===== config.mk =====
export PLATFORM = sky130hd
export DESIGN_NAME = video_daisy_bypass_sequencer
export DESIGN_NICKNAME = d
export VERILOG_FILES = /design/src/rtl/video_daisy_ctrl_pkg.sv /design/src/rtl/video_daisy_key_debounce.sv /design/src/rtl/video_daisy_bypass_sequencer.sv
export SDC_FILE = /design/constraint.sdc
export NUM_CORES = 1
export LEC_CHECK = 0
export ABC_CLOCK_PERIOD_IN_PS = 1600
export BUFFER_PORTS_ARGS = -buffer_cell sky130_fd_sc_hd__buf_4
export CORE_UTILIZATION = 40
export CTS_CLUSTER_DIAMETER = 120
export DETAILED_ROUTE_END_ITERATION = 6
export SYNTH_ARGS = -nofsm -noshare
export SYNTH_HDL_FRONTEND = slang
export SYNTH_HIERARCHICAL = 1
export SYNTH_SLANG_ARGS = --single-unit

===== constraint.sdc =====
create_clock -name sys_clk -period 1.6 [get_ports sys_clk]
set_input_delay 0.08 -clock sys_clk [delete_from_list [all_inputs] [get_ports sys_clk]]
set_output_delay 0.08 -clock sys_clk [all_outputs]
set_load 0.005 [all_outputs]

===== src/rtl/video_daisy_ctrl_pkg.sv =====
// -----------------------------------------------------------------------------
// video_daisy_ctrl_pkg
// Shared definitions for the video daisy-chain bypass configuration sequencer:
// sequencer FSM state encoding, core index map along the chain, and the
// address of the per-core bypass control register.
// -----------------------------------------------------------------------------
package video_daisy_ctrl_pkg;

  typedef enum logic [1:0] {
    ST_IDLE  = 2'd0,
    ST_WRITE = 2'd1,
    ST_GAP   = 2'd2,
    ST_DONE  = 2'd3
  } seq_state_e;

  // Position of each core in the daisy chain (index 0 = first core).
  localparam int unsigned CORE_BAR      = 0;
  localparam int unsigned CORE_SPRITE   = 1;
  localparam int unsigned CORE_PACMAN   = 2;
  localparam int unsigned CORE_RGB2GRAY = 3;

  // Avalon-MM word address of the bypass control register in every core.
  localparam int unsigned BYPASS_REG_ADDR = 0;

endpackage


===== src/rtl/video_daisy_key_debounce.sv =====
// -----------------------------------------------------------------------------
// video_daisy_key_debounce
// Two-flop synchronizer plus counter-based debouncer for an active-low
// pushbutton. A level change is accepted once the synchronized key has
// differed from the stable state for DEBOUNCE_CYCLES consecutive samples.
//
// Ports:
//   clk_i          system clock
//   rst_i          synchronous active-high reset
//   key_n_i        raw pushbutton, active-low, asynchronous
//   press_pulse_o  one-cycle pulse when the stable state falls 1->0
// -----------------------------------------------------------------------------
module video_daisy_key_debounce #(
  parameter int unsigned DEBOUNCE_CYCLES = 1000000
) (
  input  logic clk_i,
  input  logic rst_i,
  input  logic key_n_i,
  output logic press_pulse_o
);

  localparam int unsigned CW = (DEBOUNCE_CYCLES > 1) ? $clog2(DEBOUNCE_CYCLES) : 1;
  localparam logic [CW-1:0] CNT_LAST = CW'(DEBOUNCE_CYCLES - 1);

  logic          key_meta_q;
  logic          key_sync_q;
  logic          stable_q, stable_d;
  logic [CW-1:0] cnt_q, cnt_d;
  logic          press_q, press_d;

  // Synchronizer resets to the released level so reset release never looks
  // like a press.
  always_ff @(posedge clk_i) begin
    if (rst_i) begin
      key_meta_q <= 1'b1;
      key_sync_q <= 1'b1;
    end else begin
      key_meta_q <= key_n_i;
      key_sync_q <= key_meta_q;
    end
  end

  always_comb begin
    stable_d = stable_q;
    cnt_d    = cnt_q;
    press_d  = 1'b0;
    if (key_sync_q == stable_q) begin
      cnt_d = '0;
    end else if (cnt_q == CNT_LAST) begin
      stable_d = ~stable_q;
      cnt_d    = '0;
      press_d  = stable_q;   // only the released->pressed edge is a press
    end else begin
      cnt_d = cnt_q + CW'(1);
    end
  end

  always_ff @(posedge clk_i) begin
    if (rst_i) begin
      stable_q <= 1'b1;
      cnt_q    <= '0;
      press_q  <= 1'b0;
    end else begin
      stable_q <= stable_d;
      cnt_q    <= cnt_d;
      press_q  <= press_d;
    end
  end

  assign press_pulse_o = press_q;

endmodule


===== src/rtl/video_daisy_bypass_sequencer.sv =====
// -----------------------------------------------------------------------------
// video_daisy_bypass_sequencer
// On a debounced key press, snapshots the switch-selected bypass bits and
// writes each bit to its core's Avalon-MM bypass register, one core at a
// time, with GAP_CYCLES idle cycles after each strobe.
//
// Ports:
//   sys_clk        system clock
//   sys_rst        synchronous active-high reset
//   key_n          raw pushbutton, active-low, asynchronous
//   bypass_sel     raw switch bits, asynchronous; bit i = bypass for core i
//   avs_address    shared register address (bypass register)
//   avs_writedata  shared write data, bit 0 = bypass value
//   avs_write      one-hot per-core write strobe
//   busy           high while a sequence is in progress
//   done           one-cycle pulse when a sequence completes
//   applied_sel    bypass bits from the last completed sequence
//
// Build option:
//   VIDEO_DAISY_AUTO_UPDATE_EN  when defined, a sequence also starts from IDLE
//                               whenever the synchronized switches differ
//                               from applied_sel.
// -----------------------------------------------------------------------------
module video_daisy_bypass_sequencer
  import video_daisy_ctrl_pkg::*;
#(
  parameter int unsigned NUM_CORE        = 4,
  parameter int unsigned AW              = 1,
  parameter int unsigned DW              = 32,
  parameter int unsigned DEBOUNCE_CYCLES = 1000000,
  parameter int unsigned GAP_CYCLES      = 2
) (
  input  logic                sys_clk,
  input  logic                sys_rst,
  input  logic                key_n,
  input  logic [NUM_CORE-1:0] bypass_sel,
  output logic [AW-1:0]       avs_address,
  output logic [DW-1:0]       avs_writedata,
  output logic [NUM_CORE-1:0] avs_write,
  output logic                busy,
  output logic                done,
  output logic [NUM_CORE-1:0] applied_sel
);

  localparam int unsigned IW       = (NUM_CORE > 1) ? $clog2(NUM_CORE) : 1;
  localparam int unsigned GW       = (GAP_CYCLES > 1) ? $clog2(GAP_CYCLES) : 1;
  localparam int unsigned GAP_LAST = (GAP_CYCLES > 0) ? GAP_CYCLES - 1 : 0;
  localparam logic [IW-1:0] IDX_LAST = IW'(NUM_CORE - 1);

  logic                press_pulse;
  logic                start;
  logic [NUM_CORE-1:0] sel_meta_q;
  logic [NUM_CORE-1:0] sel_sync_q;

  seq_state_e          state_q, state_d;
  logic [IW-1:0]       idx_q, idx_d;
  logic [GW-1:0]       gap_q, gap_d;
  logic [NUM_CORE-1:0] shadow_q, shadow_d;
  logic [NUM_CORE-1:0] write_q, write_d;
  logic [DW-1:0]       wdata_q, wdata_d;
  logic                busy_q, busy_d;
  logic                done_q, done_d;
  logic [NUM_CORE-1:0] applied_q, applied_d;

  video_daisy_key_debounce #(
    .DEBOUNCE_CYCLES (DEBOUNCE_CYCLES)
  ) u_key_debounce (
    .clk_i         (sys_clk),
    .rst_i         (sys_rst),
    .key_n_i       (key_n),
    .press_pulse_o (press_pulse)
  );

  always_ff @(posedge sys_clk) begin
    if (sys_rst) begin
      sel_meta_q <= '0;
      sel_sync_q <= '0;
    end else begin
      sel_meta_q <= bypass_sel;
      sel_sync_q <= sel_meta_q;
    end
  end

`ifdef VIDEO_DAISY_AUTO_UPDATE_EN
  // Compare against applied_d so the value committed on the DONE edge is
  // already seen and a finished sequence does not immediately retrigger.
  logic auto_q;

  always_ff @(posedge sys_clk) begin
    if (sys_rst) begin
      auto_q <= 1'b0;
    end else begin
      auto_q <= (sel_sync_q != applied_d);
    end
  end

  assign start = press_pulse | auto_q;
`else
  assign start = press_pulse;
`endif

  always_comb begin
    state_d   = state_q;
    idx_d     = idx_q;
    gap_d     = gap_q;
    shadow_d  = shadow_q;
    applied_d = applied_q;
    wdata_d   = wdata_q;

    case (state_q)
      ST_IDLE: begin
        if (start) begin
          shadow_d = sel_sync_q;
          idx_d    = '0;
          state_d  = ST_WRITE;
        end
      end
      ST_WRITE: begin
        gap_d = '0;
        if (GAP_CYCLES != 0) begin
          state_d = ST_GAP;
        end else if (idx_q == IDX_LAST) begin
          state_d = ST_DONE;
        end else begin
          idx_d   = idx_q + IW'(1);
          state_d = ST_WRITE;
        end
      end
      ST_GAP: begin
        if (gap_q == GW'(GAP_LAST)) begin
          if (idx_q == IDX_LAST) begin
            state_d = ST_DONE;
          end else begin
            idx_d   = idx_q + IW'(1);
            state_d = ST_WRITE;
          end
        end else begin
          gap_d = gap_q + GW'(1);
        end
      end
      ST_DONE: begin
        state_d = ST_IDLE;
      end
      default: begin
        state_d = ST_IDLE;
      end
    endcase

    // Outputs are registered from the next state so each is glitch-free and
    // aligned with the state it belongs to.
    write_d = (state_d == ST_WRITE) ? (NUM_CORE'(1) << idx_d) : '0;
    if (state_d == ST_WRITE) begin
      wdata_d = DW'(shadow_d[idx_d]);
    end
    busy_d = (state_d != ST_IDLE);
    done_d = (state_d == ST_DONE);
    if (state_d == ST_DONE) begin
      applied_d = shadow_d;
    end
  end

  always_ff @(posedge sys_clk) begin
    if (sys_rst) begin
      state_q   <= ST_IDLE;
      idx_q     <= '0;
      gap_q     <= '0;
      shadow_q  <= '0;
      write_q   <= '0;
      wdata_q   <= '0;
      busy_q    <= 1'b0;
      done_q    <= 1'b0;
      applied_q <= '0;
    end else begin
      state_q   <= state_d;
      idx_q     <= idx_d;
      gap_q     <= gap_d;
      shadow_q  <= shadow_d;
      write_q   <= write_d;
      wdata_q   <= wdata_d;
      busy_q    <= busy_d;
      done_q    <= done_d;
      applied_q <= applied_d;
    end
  end

  assign avs_address   = AW'(BYPASS_REG_ADDR);
  assign avs_writedata = wdata_q;
  assign avs_write     = write_q;
  assign busy          = busy_q;
  assign done          = done_q;
  assign applied_sel   = applied_q;

endmodule


==> summary.md <==
| Metric | Value |
|---|---|
| Skew final | 0.00923 ns |
| DRT antenna net count | 0 |
| Slowest CP cell | or4b_4 |
| Yosys cell types | 54 |
| # rows | 27 |
| Die height | 79.8 um |
| Status | complete, but fails checks |
| Main synth FF type | dfxtp_1 |
| H-tree Lvls | 2 |
| Peak supply drop | 0.468 mV |
| Critical Path Max Stage Delay | ~0.54 ns |
| Post-DP Area | 2800 um^2 |
| Max Fclk | 579 MHz |
| Core area | 5680 um^2 |
| IO buf count | 17 |
| Placed insts | 369 |
| Seq/Total Area, Yosys | 43.0% |
| Fin. max-slew vios | 0 |
| Diode count | 0 |
| DRT iter0 DRCs | 39 |
| Initial antenna violation count | 0 |
| CTS tree | done |
| Clock buffer count from CTS | 5 |
| TNS Setup | -2.19 ns |
| Starting Density | approximately 43% |
| Synthesized area per cell | 9.73 um^2 |
| Tcrit/Tclk final | 108% |
| Crit end category | register |
| WS Path Type | register to register |
| Post-route cell area | 3100 um^2 |
| Leakage | 0.00128 uW |
| Width of the chip | roughly 80 um |
| Hold Path Class | primary input to register |
| Mapped Cells | about 250 |
| Final worst setup slack | -0.126 ns |
| NumNets Final | between 300 and 400 |
| Gr usage total | 14.8% |
| Clk slew on worst S/H paths | ~0.10 ns |
| DR vias/cell | 4.55 |
| WL per Instance | 11.4 um |
| Setup-failing EPs final | 20 |
| # IOs | 50 |
| CP startpoint kind | register |
| CTS root buffer | clkbuf_8 |
| Fillcell total | 544 |
| Critical Path, Cell by Cell | or4b_4 -> nor4_4 -> a21o_1 -> buf_12 -> a21oi_1 |
| R2R Setup Slk | -0.13 ns |
| Pwr Density | 697 nW/um^2 |
| Synth warn | 6 |
| EDFF count, synth | 0 |
| WP data arrival | between 1.5 and 2 ns |
| First-pass GRT wire length | 7280 um |
| Synth Cell Area | 2420 um^2 |
| Fin crit period | 1.73 ns |
| Clk Latency, worst-skew pair | about 0.31 ns |
| Via Count | around 1,800 |
| Fraction of layout cells with a size suffix above 1 | 35.5% |
| Final Hold Fails | 0 |
| Largest net degree at the start of global routing | 30 |
| Drt total wl | 4370 um |
| GP Congestion | 0.773 |
| TritonRoute pass-1 iters | 6 |
| Violated checks | setup timing |
| Cell Count, Final, Fillers Out | about 390 |
| Number of global-route vias before repair | 1,630 |
| Crit path required time | 1.80 ns |
| Fin util | about 55% |
| DR DRC count | 0 |
| Register cell area after layout | 1050 um^2 |
| GRT overflow | 0 |
| Dpl hpwl | 3070 um |
| Flops & latches, synth | 52 |
| Clock Tree Buf Depth | 2 |
| # clock sinks | 52 |
| Unrepaired setup endpoints after global routing | yes |
| Die area | 6370 um^2 |
| Max Cap Viol | 0 |
| Post-synth ARST share | 0% |
| Multi-input logic area | roughly 1300 um^2 |
| Crit path max fanout | 15 |
| P&R area growth vs syn | 27.7% |
==> final timing paths <==
kind / from / to / depth (start not counted)
worst max-delay path: u_key_debounce/cnt_q[11] / u_key_debounce/cnt_q[19] / 5
worst min-delay path: sys_rst / gap_q / 2
worst max register to register: u_key_debounce/cnt_q[11] / u_key_debounce/cnt_q[19] / 5
worst min register to register: u_key_debounce/key_meta_q / u_key_debounce/key_sync_q / 1
==> cell usage after synthesis, drive strengths merged, types with 4 or more instances <==
library cell / number / area, um^2
nor2: 35 / 131
a21oi: 6 / 33.8
nand3: 7 / 40.0
a211oi: 5 / 50.1
nand4: 5 / 46.3
nand2: 9 / 33.8
buf: 35 / 270
mux2i: 5 / 50.1
xnor2: 11 / 96.3
nor2b: 9 / 56.3
nor3: 5 / 25.0
xor2: 5 / 43.8
inv: 8 / 30.0
dfxtp: 52 / 1040
nor4: 4 / 40.0
==> timing repair <==
action | 4_1_cts | 5_1_grt
setup buffers | 3 | 1
endpoints found under the setup margin | 27 | 28
gates resized for setup | 15 | 13
hold buffers | 5 | 0
hold endpoints to repair | 5 | 0
pin swaps | 7 | 5
==> logic make-up after synthesis <==
| kind of cell | Yosys count | share of synthesized area (%) |
|---|---|---|
| AND/OR/NAND/NOR | 92 | 22.1 |
| AO/OA/AOI/OAI | 32 | 11.3 |
| other | 1 | 0.155 |
| buffers and inverters | 45 | 12.7 |
| adder cells (fa/ha/maj) | 3 | 1.55 |
| XOR/XNOR | 16 | 5.78 |
| multiplexers | 8 | 3.46 |
| flip-flops | 52 | 43.0 |
==> critical path, delay by kind of cell, from the launching register on <==
family / cells / cell delay, ns
DFF: 1 / 0.34
and+or+nand+nor: 2 / 0.87
AOI/OAI and AO/OA: 2 / 0.25
buffers and inverters: 1 / 0.15
==> area by class of cell <==
| cell class | count | share of cell area (%) |
|---|---|---|
| Clock buffer | 5 | 2.22 |
| Clock inverter | 3 | 0.808 |
| Inverter | 8 | 1.05 |
| Multi-Input combinational cell | 183 | 42.7 |
| Sequential cell | 52 | 34.0 |
| Tap cell | 72 | 2.91 |
| Timing Repair Buffer | 62 | 16.4 |
==> layer usage <==
layer / part of all wire (%) / vias to the layer above / track usage, %
li1: - / 911 / -
met1: 43 / 810 / 16.8
met2: 52 / 23 / 26.7
met3: 2.6 / 7 / 3.77
met4: 1.4 / 0 / 4.82
met5: 0 / - / 0
==> stage by stage <==
stage                     power, uW  setup slack [ns]  hold slack [ns]
final                          2160            -0.126            0.135
after global routing           2270            -0.209            0.141
after CTS                      2200            -0.138            0.125
after detailed placement       1400            -0.118            0.272
after global placement         1400           -0.0959            0.269
after floorplan                1440            -0.123            0.152
==> power by group <==
part	total (uW)	internal, uW	switching, uW
Clock	776	319	457
Sequential	1310	1310	5.38
Combinational	71.5	30.8	40.7
Total	2160	1660	503
==> state kept, by name, indices dropped and copies added, names as in the netlist <==
name                          cells
u_key_debounce/cnt_q             20
applied_sel                       4
avs_write                         4
sel_meta_q                        4
sel_sync_q                        4
shadow_q                          4
idx_q                             2
state_q                           2
avs_writedata                     1
busy                              1
done                              1
gap_q                             1
u_key_debounce/key_meta_q         1
u_key_debounce/key_sync_q         1
u_key_debounce/press_pulse_o      1
u_key_debounce/stable_q           1
==> cell usage in the layout (no fill, tap or decap), types with 8 or more instances in the layout <==
cell type,instances
nand2_1,8
dfxtp_1,44
dfxtp_2,8
xnor2_1,11
nor2b_1,9
buf_4,54
nor2_1,32
conb_1,32
(Power assumes the default switching activity.)
